--- config.mk ---
export PLATFORM = sky130hd
export DESIGN_NAME = laser_pulse_tx
export DESIGN_NICKNAME = d
export VERILOG_FILES = /design/src/rtl/laser_tx_pkg.sv /design/src/rtl/pulse_word_gen.sv /design/src/rtl/laser_pulse_tx.sv
export SDC_FILE = /design/constraint.sdc
export NUM_CORES = 1
export LEC_CHECK = 0
export CORE_MARGIN = 5
export CORE_UTILIZATION = 45
export DETAILED_ROUTE_END_ITERATION = 10
export PLACE_DENSITY = 0.69
export SYNTH_ARGS = -nofsm -noshare
export SYNTH_HDL_FRONTEND = slang
export SYNTH_SLANG_ARGS = --single-unit
--- constraint.sdc ---
create_clock -name clk -period 2.75 [get_ports clk]
set_input_delay 0.275 -clock clk [delete_from_list [all_inputs] [get_ports clk]]
set_output_delay 0.275 -clock clk [all_outputs]
set_load 0.005 [all_outputs]
--- src/rtl/laser_tx_pkg.sv ---
// Shared constants and FSM encoding for the laser transmit path.
// The echo capture side takes W_DATA from here as well.
package laser_tx_pkg;

    localparam int unsigned W_DATA     = 16;
    localparam int unsigned MAX_WORDS  = 4;
    localparam int unsigned MIN_PERIOD = 32;

    localparam int unsigned MAX_BITS = W_DATA * MAX_WORDS;
    localparam int unsigned W_WIDTH  = $clog2(MAX_BITS + 1);
    localparam int unsigned W_IDX    = $clog2(MAX_WORDS);
    localparam int unsigned LOG_W    = $clog2(W_DATA);
    localparam int unsigned W_PERIOD = 16;

    typedef enum logic [1:0] {
        IDLE = 2'd0,
        FIRE = 2'd1,
        WAIT = 2'd2
    } tx_state_e;

endpackage

--- src/rtl/pulse_word_gen.sv ---
// Combinational thermometer word: bit i is set when word_idx*W_DATA + i < width.
module pulse_word_gen
    import laser_tx_pkg::*;
(
    input  logic [W_IDX-1:0]   word_idx,
    input  logic [W_WIDTH-1:0] width,
    output logic [W_DATA-1:0]  word
);

    always_comb begin
        word = '0;
        for (int unsigned i = 0; i < W_DATA; i++) begin
            word[i] = ((W_DATA * 32'(word_idx) + i) < 32'(width));
        end
    end

endmodule

--- src/rtl/laser_pulse_tx.sv ---
// Laser pulse transmitter: one thermometer pulse per shot period as parallel TX words,
// with a send_en strobe marking the first word of each pulse.
module laser_pulse_tx
    import laser_tx_pkg::*;
(
    input  logic                clk,
    input  logic                rst,
    input  logic                laser_enable,
    input  logic [W_PERIOD-1:0] period_cnt,
    input  logic [W_WIDTH-1:0]  pulse_width,
    output logic [W_DATA-1:0]   tx_datain,
    output logic                send_en,
    output logic                busy,
    output logic [15:0]         shot_cnt
);

    localparam logic [W_WIDTH-1:0]  MAX_BITS_W = W_WIDTH'(MAX_BITS);
    localparam logic [W_PERIOD-1:0] MIN_P      = W_PERIOD'(MIN_PERIOD);

    tx_state_e           state, state_next;
    logic [W_PERIOD-1:0] period_ctr;
    logic [W_PERIOD-1:0] period_last;
    logic [W_WIDTH-1:0]  width_q;
    logic [W_IDX-1:0]    word_idx;
    logic [W_IDX-1:0]    last_idx;
    logic                fire_entry;

    logic [W_WIDTH-1:0]  width_clip;
    logic [W_WIDTH:0]    word_cnt;
    logic [W_IDX-1:0]    last_idx_next;
    logic [W_PERIOD-1:0] period_last_next;
    logic [W_DATA-1:0]   word;

    // Shot parameters as they would be latched if FIRE were entered this cycle.
    always_comb begin
        width_clip       = (pulse_width > MAX_BITS_W) ? MAX_BITS_W : pulse_width;
        word_cnt         = ({1'b0, width_clip} + (W_WIDTH + 1)'(W_DATA - 1)) >> LOG_W;
        last_idx_next    = (word_cnt == '0) ? '0 : W_IDX'(word_cnt - (W_WIDTH + 1)'(1));
        period_last_next = (period_cnt < MIN_P) ? (MIN_P - W_PERIOD'(1))
                                                : (period_cnt - W_PERIOD'(1));
    end

    always_ff @(posedge clk or negedge rst) begin
        if (!rst) state <= IDLE;
        else      state <= state_next;
    end

    always_comb begin
        state_next = state;
        case (state)
            IDLE:    if (laser_enable) state_next = FIRE;
            FIRE:    if (word_idx == last_idx) state_next = WAIT;
            WAIT:    if (period_ctr == period_last) state_next = laser_enable ? FIRE : IDLE;
            default: state_next = IDLE;
        endcase
    end

    assign fire_entry = (state_next == FIRE) && (state != FIRE);

    // Period counter restarts on every FIRE entry so shot starts are exactly one period apart.
    always_ff @(posedge clk or negedge rst) begin
        if (!rst) begin
            period_ctr  <= '0;
            period_last <= '0;
            width_q     <= '0;
            word_idx    <= '0;
            last_idx    <= '0;
        end else if (fire_entry) begin
            period_ctr  <= '0;
            period_last <= period_last_next;
            width_q     <= width_clip;
            word_idx    <= '0;
            last_idx    <= last_idx_next;
        end else begin
            period_ctr <= (state == IDLE) ? '0 : period_ctr + W_PERIOD'(1);
            if (state == FIRE) word_idx <= word_idx + W_IDX'(1);
        end
    end

    pulse_word_gen u_word_gen (
        .word_idx (word_idx),
        .width    (width_q),
        .word     (word)
    );

    always_ff @(posedge clk or negedge rst) begin
        if (!rst) begin
            tx_datain <= '0;
            send_en   <= 1'b0;
            busy      <= 1'b0;
            shot_cnt  <= '0;
        end else begin
            tx_datain <= (state == FIRE) ? word : '0;
            send_en   <= (state == FIRE) && (word_idx == '0);
            busy      <= (state == FIRE);
            if ((state == FIRE) && (word_idx == '0)) shot_cnt <= shot_cnt + 16'd1;
        end
    end

endmodule
==> summary.txt, run 1 <==
Timing
  – Final worst-path cycle share: roughly four fifths
  – Total Neg Setup Slack: 0 ns
  – Setup slack after layout: ~0.56 ns
  – Final hold vios: 0
  – Max Slew Vio Count: 0
  – Maximum clock rate: 458 MHz
  – Final setup fails: 0
  – Tightest Pin Transition: between 0.9 and 1 ns
  – Setup Skew: around 0.012 ns
  – RSZ-0062 raised after global routing: false
  – Final min period: roughly 2.2 ns
  – Max_slew headroom: between 30 and 40%

Flow run
  – Max-cap violations: 0

Place
  – Placed cell areas: approximately 4500 sq um
  – Port-buffer cells: a little under 60
  – GPL Wtd Cong: 0.754
  – Pre-CTS WS: ~0.21 ns
  – Post-DP HPWL: about 5500 um

Logic synthesis
  – Fraction of registers with async set/reset: 100%
  – Synthesis-stage register bit count: 79
  – Syn. warnings: 0
  – Distinct cells, synth: a little under 50
  – Top post-synthesis cells by count: 79 x dfrtp_1, 40 x xnor2_1, 36 x nor2_1
  – Post-synthesis sequential area ratio: approximately half
  – Most frequent cell after synthesis: dfrtp_1
  – Synth Cell Area: between 3000 and 4000 sq um
  – Post-synth top area share: 51.9%
  – Leading area contributor after synthesis: dfrtp_1
  – Area contributors post-synth: dfrtp_1 52%, xnor2_1 9.2%, xor2_1 4.1%, nor2_1 3.5%, a21oi_1 2.4%
  – Mapped Nets: ~380
  – Top FF cell, synth: dfrtp_1
  – Synthesized instance count: between 300 and 400
  – EDFF count, synth: 0
  – Mean Syn Cell Area: between 10 and 15 sq um

CTS
  – Clock-pin slew on the worst setup and hold paths: around 0.08 ns
  – Maximum root-to-sink buffer count: 2
  – TritonCTS Buffers: 9
  – Post CTS Setup Buffer Count: 0
  – CTS H-Tree Depth: 3
  – CTS Hold Bufs: 0
  – Clock Latency Late Sink: approximately 0.35 ns
  – Clk root buf: clkbuf_8
  – Clock sink total: slightly below 80
  – CTS tree: done
  – Post-CTS Resized: 0

Critical path
  – Worst path required time: 2.99 ns
  – CP Class: in -> reg
  – CP Capture Type: register
  – Worst path arrival time: approximately 2.4 ns
  – Crit path max fanout: 4
  – CP Launch Type: input port

Run status
  – Outcome: finished, final reports clean

Global route
  – Initial antenna violation count: 0
  – First-pass GRT wire length: between 10000 and 15000 um
  – GRT Overall Usage: ~16%
  – Vias in the first global route: approximately 2800
  – Gr ovfl total: 0
  – Largest net degree at the start of global routing: 80

Power and ir drop
  – P_leak: roughly 2.1 nW
  – PD cells: about 460 nW/um^2
  – Max VDD drop: ~0.23 mV

Layout
  – Layout cells sized above 1: 8.61%
  – Final core occ: a little under three fifths
  – # diodes: 0
  – Post-Layout Inst Area: between 4000 and 5000 sq um
  – Synth-to-Final Area Change: 24.1%
  – NumNets Final: 446

Floorplan
  – Chip width: roughly 100 um
  – Die height: about 100 um
  – Starting Density: 46.4%
  – Core Area: between 8000 and 9000 sq um
  – Die ar.: around 10000 sq um
  – Site row count: 33
  – I/O pin count: 60

Route
  – Routed wire length: around 7700 um
  – DRT Pass-1 Iters: 4
  – WL per Instance: between 10 and 15 um
  – Drc violations: 0
  – Initial DRC count: 84
  – Via density: between 5 and 6
  – Routed Antenna Nets: 0
  – Detailed-route via count: 2763

Hold path
  – Tightest Hold Check Type: in -> async
[through the flow]
step / instances / power [mW] / hold slack (ns)
floorplan: 349 / 1.21 / -0.0206
global placement: 507 / 1.29 / 0.462
detailed placement: 507 / 1.29 / 0.475
CTS: 523 / 2.21 / 0.113
global route: 523 / 2.28 / 0.149
finish: 523 / 2.18 / 0.0776
[power breakdown]
| part | switching (mW) | leakage, nW | internal [mW] | total, mW |
|---|---|---|---|---|
| combinational | 0.0579 | 0.950 | 0.0480 | 0.106 |
| sequential | 0 | 1.05 | 1.16 | 1.16 |
| clock | 0.454 | 0.106 | 0.460 | 0.915 |
[critical path, cell delays in order]
cell and delay [ns]:
clkdlybuf4s50_1 0.47, inv_1 0.09, ha_1 0.19, or4b_2 0.66, nor2_1 0.23, nand3_1 0.12, xnor2_1 0.14, a32o_1 0.25
[routing by layer]
layer / track usage, % / share of wire (%)
met1: 22.6 / 49
met2: 24.8 / 46
met3: 4.23 / 4.8
met4: 5.15 / 0.73
met5: 0 / 0
[registers in the layout, summed over array words and instances, names as in the netlist]
register,flops
state,2
period_last,16
send_en,1
word_idx,2
shot_cnt,16
busy,1
last_idx,2
tx_datain,16
period_ctr,16
width_q,7
[final timing paths]
check	start	end	slack, ns	depth (start not counted)
worst max register to register	period_ctr[10]$_DFF_PN0_	period_last[4]$_DFFE_PN0P_	0.57	5
worst min-delay path	rst	tx_datain[6]$_DFF_PN0_	0.08	1
worst max-delay path	period_cnt[0]	period_last[14]$_DFFE_PN0P_	0.56	8
min in group clk	shot_cnt[15]$_DFFE_PN0P_	shot_cnt[15]$_DFFE_PN0P_	0.47	1
max in group asynchronous	rst	period_ctr[5]$_DFF_PN0_	2.04	1
worst min register to register	shot_cnt[15]$_DFFE_PN0P_	shot_cnt[15]$_DFFE_PN0P_	0.47	1
[logic make-up after synthesis]
| logic type | Yosys count | synth area share, % |
|---|---|---|
| simple gates | 124 | 17.1 |
| flops | 79 | 51.9 |
| xor+xnor | 58 | 13.3 |
| compound gates | 50 | 10.3 |
| buf+inv | 22 | 2.30 |
| mux | 9 | 2.73 |
| fa+ha+maj | 7 | 2.30 |
[cell usage in the layout, fill, tap and decap left out, drive strengths merged, types with 6 or more instances in the layout]
cell type	count
nand2	19
clkdlybuf4s50	58
nor2	36
nor3	9
xnor2	40
a22o	7
nand2b	6
a32o	6
nand3	11
nand4	12
inv	15
ha	7
a21oi	18
and3	6
clkbuf	10
dfrtp	79
xor2	18
[layout make-up]
cell class	instances	area, sq um
Clock buffer	10	138
Sequential cell	79	1980
Fill cell	702	3490
Multi-Input combinational cell	248	1750
Clock inverter	6	75.1
Inverter	12	45.0
Tap cell	105	131
Timing Repair Buffer	63	618
No activity file was read; power rests on OpenSTA's default activity.
==> inputs of run 2 (changes only) <==
--- a/config.mk
+++ b/config.mk
@@ -8,7 +8,7 @@
 export CORE_MARGIN = 5
 export CORE_UTILIZATION = 45
 export DETAILED_ROUTE_END_ITERATION = 10
-export PLACE_DENSITY = 0.69
+export PLACE_DENSITY = 0.71
 export SYNTH_ARGS = -nofsm -noshare
 export SYNTH_HDL_FRONTEND = slang
 export SYNTH_SLANG_ARGS = --single-unit
==> constraint.sdc (replaced) <==
create_clock -name clk -period 1.8 [get_ports clk]
set_input_delay 0.18 -clock clk [delete_from_list [all_inputs] [get_ports clk]]
set_output_delay 0.18 -clock clk [all_outputs]
set_load 0.005 [all_outputs]
==> summary.txt, run 2 (synthesis gave the netlist of run 1 again) <==
Global route
  – First-pass GRT wire length: 15000 um
  – Vias in the first global route: roughly 3100
  – GRT Overall Usage: approximately 18%
  – Largest net degree at the start of global routing: 50
  – Gr ovfl total: 0
  – Initial antenna violation count: 0

Layout
  – Synth-to-Final Area Change: 40.9%
  – # diodes: 0
  – Layout cells sized above 1: a little under a quarter
  – FF+latch area: 1980 sq um
  – Final core occ: between 60 and 70%
  – Final std cells w/o fill: 591
  – Most frequent cells in the layout: 79 x dfrtp_1, 64 x buf_4, 55 x clkdlybuf4s50_1
  – Area of the multi-input gates: between 1500 and 2000 sq um
  – Filler cell count: between 600 and 700
  – NumNets Final: between 500 and 600
  – Post-Layout Inst Area: about 5400 sq um
  – Most common cell after layout, fill and taps aside: dfrtp_1

Route
  – Via density: ~5.3
  – DRT Pass-1 Iters: 4
  – Drc violations: 0
  – Routed Antenna Nets: 0
  – WL per Instance: 15.2 um
  – Detailed-route via count: 3109
  – Initial DRC count: around 110
  – Routed wire length: 8960 um

Timing
  – Final setup fails: 37
  – Final min period: 1.90 ns
  – Setup slack after layout: -0.0958 ns
  – Setup Skew: approximately 0.0074 ns
  – Tightest Pin Transition: about 0.47 ns
  – Max Slew Vio Count: 0
  – RSZ-0062 raised after global routing: true
  – Final worst-path cycle share: 105%
  – Final hold vios: 0
  – Maximum clock rate: around 530 MHz
  – Max_slew headroom: between 60% and 70%

Floorplan
  – Die ar.: approximately 10000 sq um
  – Starting Density: 46.4%
  – Die height: slightly above 100 um
  – Site row count: 33
  – I/O pin count: 60
  – Core Area: 8220 sq um
  – Chip width: 102 um

CTS
  – CTS H-Tree Depth: 3
  – Clock sink total: between 70 and 80
  – Clock Latency Late Sink: between 0.3 and 0.4 ns
  – TritonCTS Buffers: 9
  – Clk root buf: clkbuf_8
  – CTS tree: done
  – Clock-pin slew on the worst setup and hold paths: approximately 0.080 ns
  – Maximum root-to-sink buffer count: 2

Critical path
  – Slowest-stage cell, CP: o41ai_4
  – Max stage delay on crit path: ~0.41 ns
  – Worst path arrival time: 2.13 ns
  – Cell family with the largest share of critical-path delay: compound AO/OA/AOI/OAI gates
  – Cell Chain, Critical Path: xnor2_1 -> nand4_1 -> o41ai_4 -> nand2_2 -> buf_12 -> mux2_4
  – CP Depth: 6
  – CP Class: reg -> reg
  – Worst path required time: between 2 and 2.5 ns
  – Crit path max fanout: 13
  – R2R depth: 6
  – CP Capture Type: register
  – CP Launch Type: register
  – Bufs and invs on worst path: 1

Power and ir drop
  – P_leak: 2.50 nW
  – Max VDD drop: 0.355 mV
  – Pwr Total: about 3.3 mW
  – PD cells: between 600 and 700 nW/um^2

Place
  – Port-buffer cells: between 50 and 60
  – Post-DP HPWL: 6320 um
  – Placed cell areas: approximately 5000 sq um
  – Inst Count DP: about 560
  – GPL Wtd Cong: 0.854

Hold path
  – Tightest Hold Check Type: in -> async

Run status
  – Outcome: complete, but fails checks
  – Failing checks: setup timing

Flow run
  – Max-cap violations: 0
run 2: layer usage:
metal / wire, um / global-route usage, % / vias up
met4: 164 / 7.47 / 0
met2: 4160 / 27.1 / 75
li1: - / - / 1495
met1: 4230 / 26.3 / 1524
met5: 0 / 0 / -
met3: 406 / 3.41 / 15
run 2: timing repair:
item,4_1_cts,5_1_grt
hold buffers,1,0
pin swaps,7,5
cloned,0,2
endpoints found under the hold margin,30,0
resized for setup,12,13
setup buffers,3,6
endpoints found under the setup margin,44,46
run 2: path summary, 6_finish.rpt:
kind	start	to	slack (ns)
max	period_ctr[13]$_DFF_PN0_	period_last[4]$_DFFE_PN0P_	-0.1
min	rst	tx_datain[8]$_DFF_PN0_	0.30
max reg2reg	period_ctr[13]$_DFF_PN0_	period_last[4]$_DFFE_PN0P_	-0.1
min reg2reg	shot_cnt[15]$_DFFE_PN0P_	shot_cnt[15]$_DFFE_PN0P_	0.48
max in group asynchronous	rst	period_last[6]$_DFFE_PN0P_	0.90
min in group clk	period_cnt[0]	period_last[0]$_DFFE_PN0P_	0.33
run 2: cell type report:
| class | instances | share of cell area [%] |
|---|---|---|
| clock buffers | 10 | 2.38 |
| clock inverters | 5 | 1.10 |
| inverters | 12 | 0.839 |
| multi-input cells | 248 | 33.8 |
| flip-flops and latches | 79 | 36.8 |
| well taps | 105 | 2.45 |
| repair buffers | 132 | 22.6 |
run 2: power by group:
part	internal (mW)	switching, mW	leakage (nW)
combinational	0.106	0.104	1.36
clock	0.636	0.648	0.0888
sequential	1.77	0	1.05
total	2.51	0.752	2.50
run 2: through the flow:
| step | hold WS, ns | setup slack [ns] | TNS, ns |
|---|---|---|---|
| global route | 0.341 | -0.192 | -5.13 |
| finish | 0.295 | -0.0958 | -1.58 |
| floorplan | -0.116 | -0.151 | -2.05 |
| CTS | 0.299 | -0.0727 | -1.50 |
| detailed placement | 0.137 | -0.538 | -7.76 |
| global placement | 0.132 | -0.477 | -6.65 |
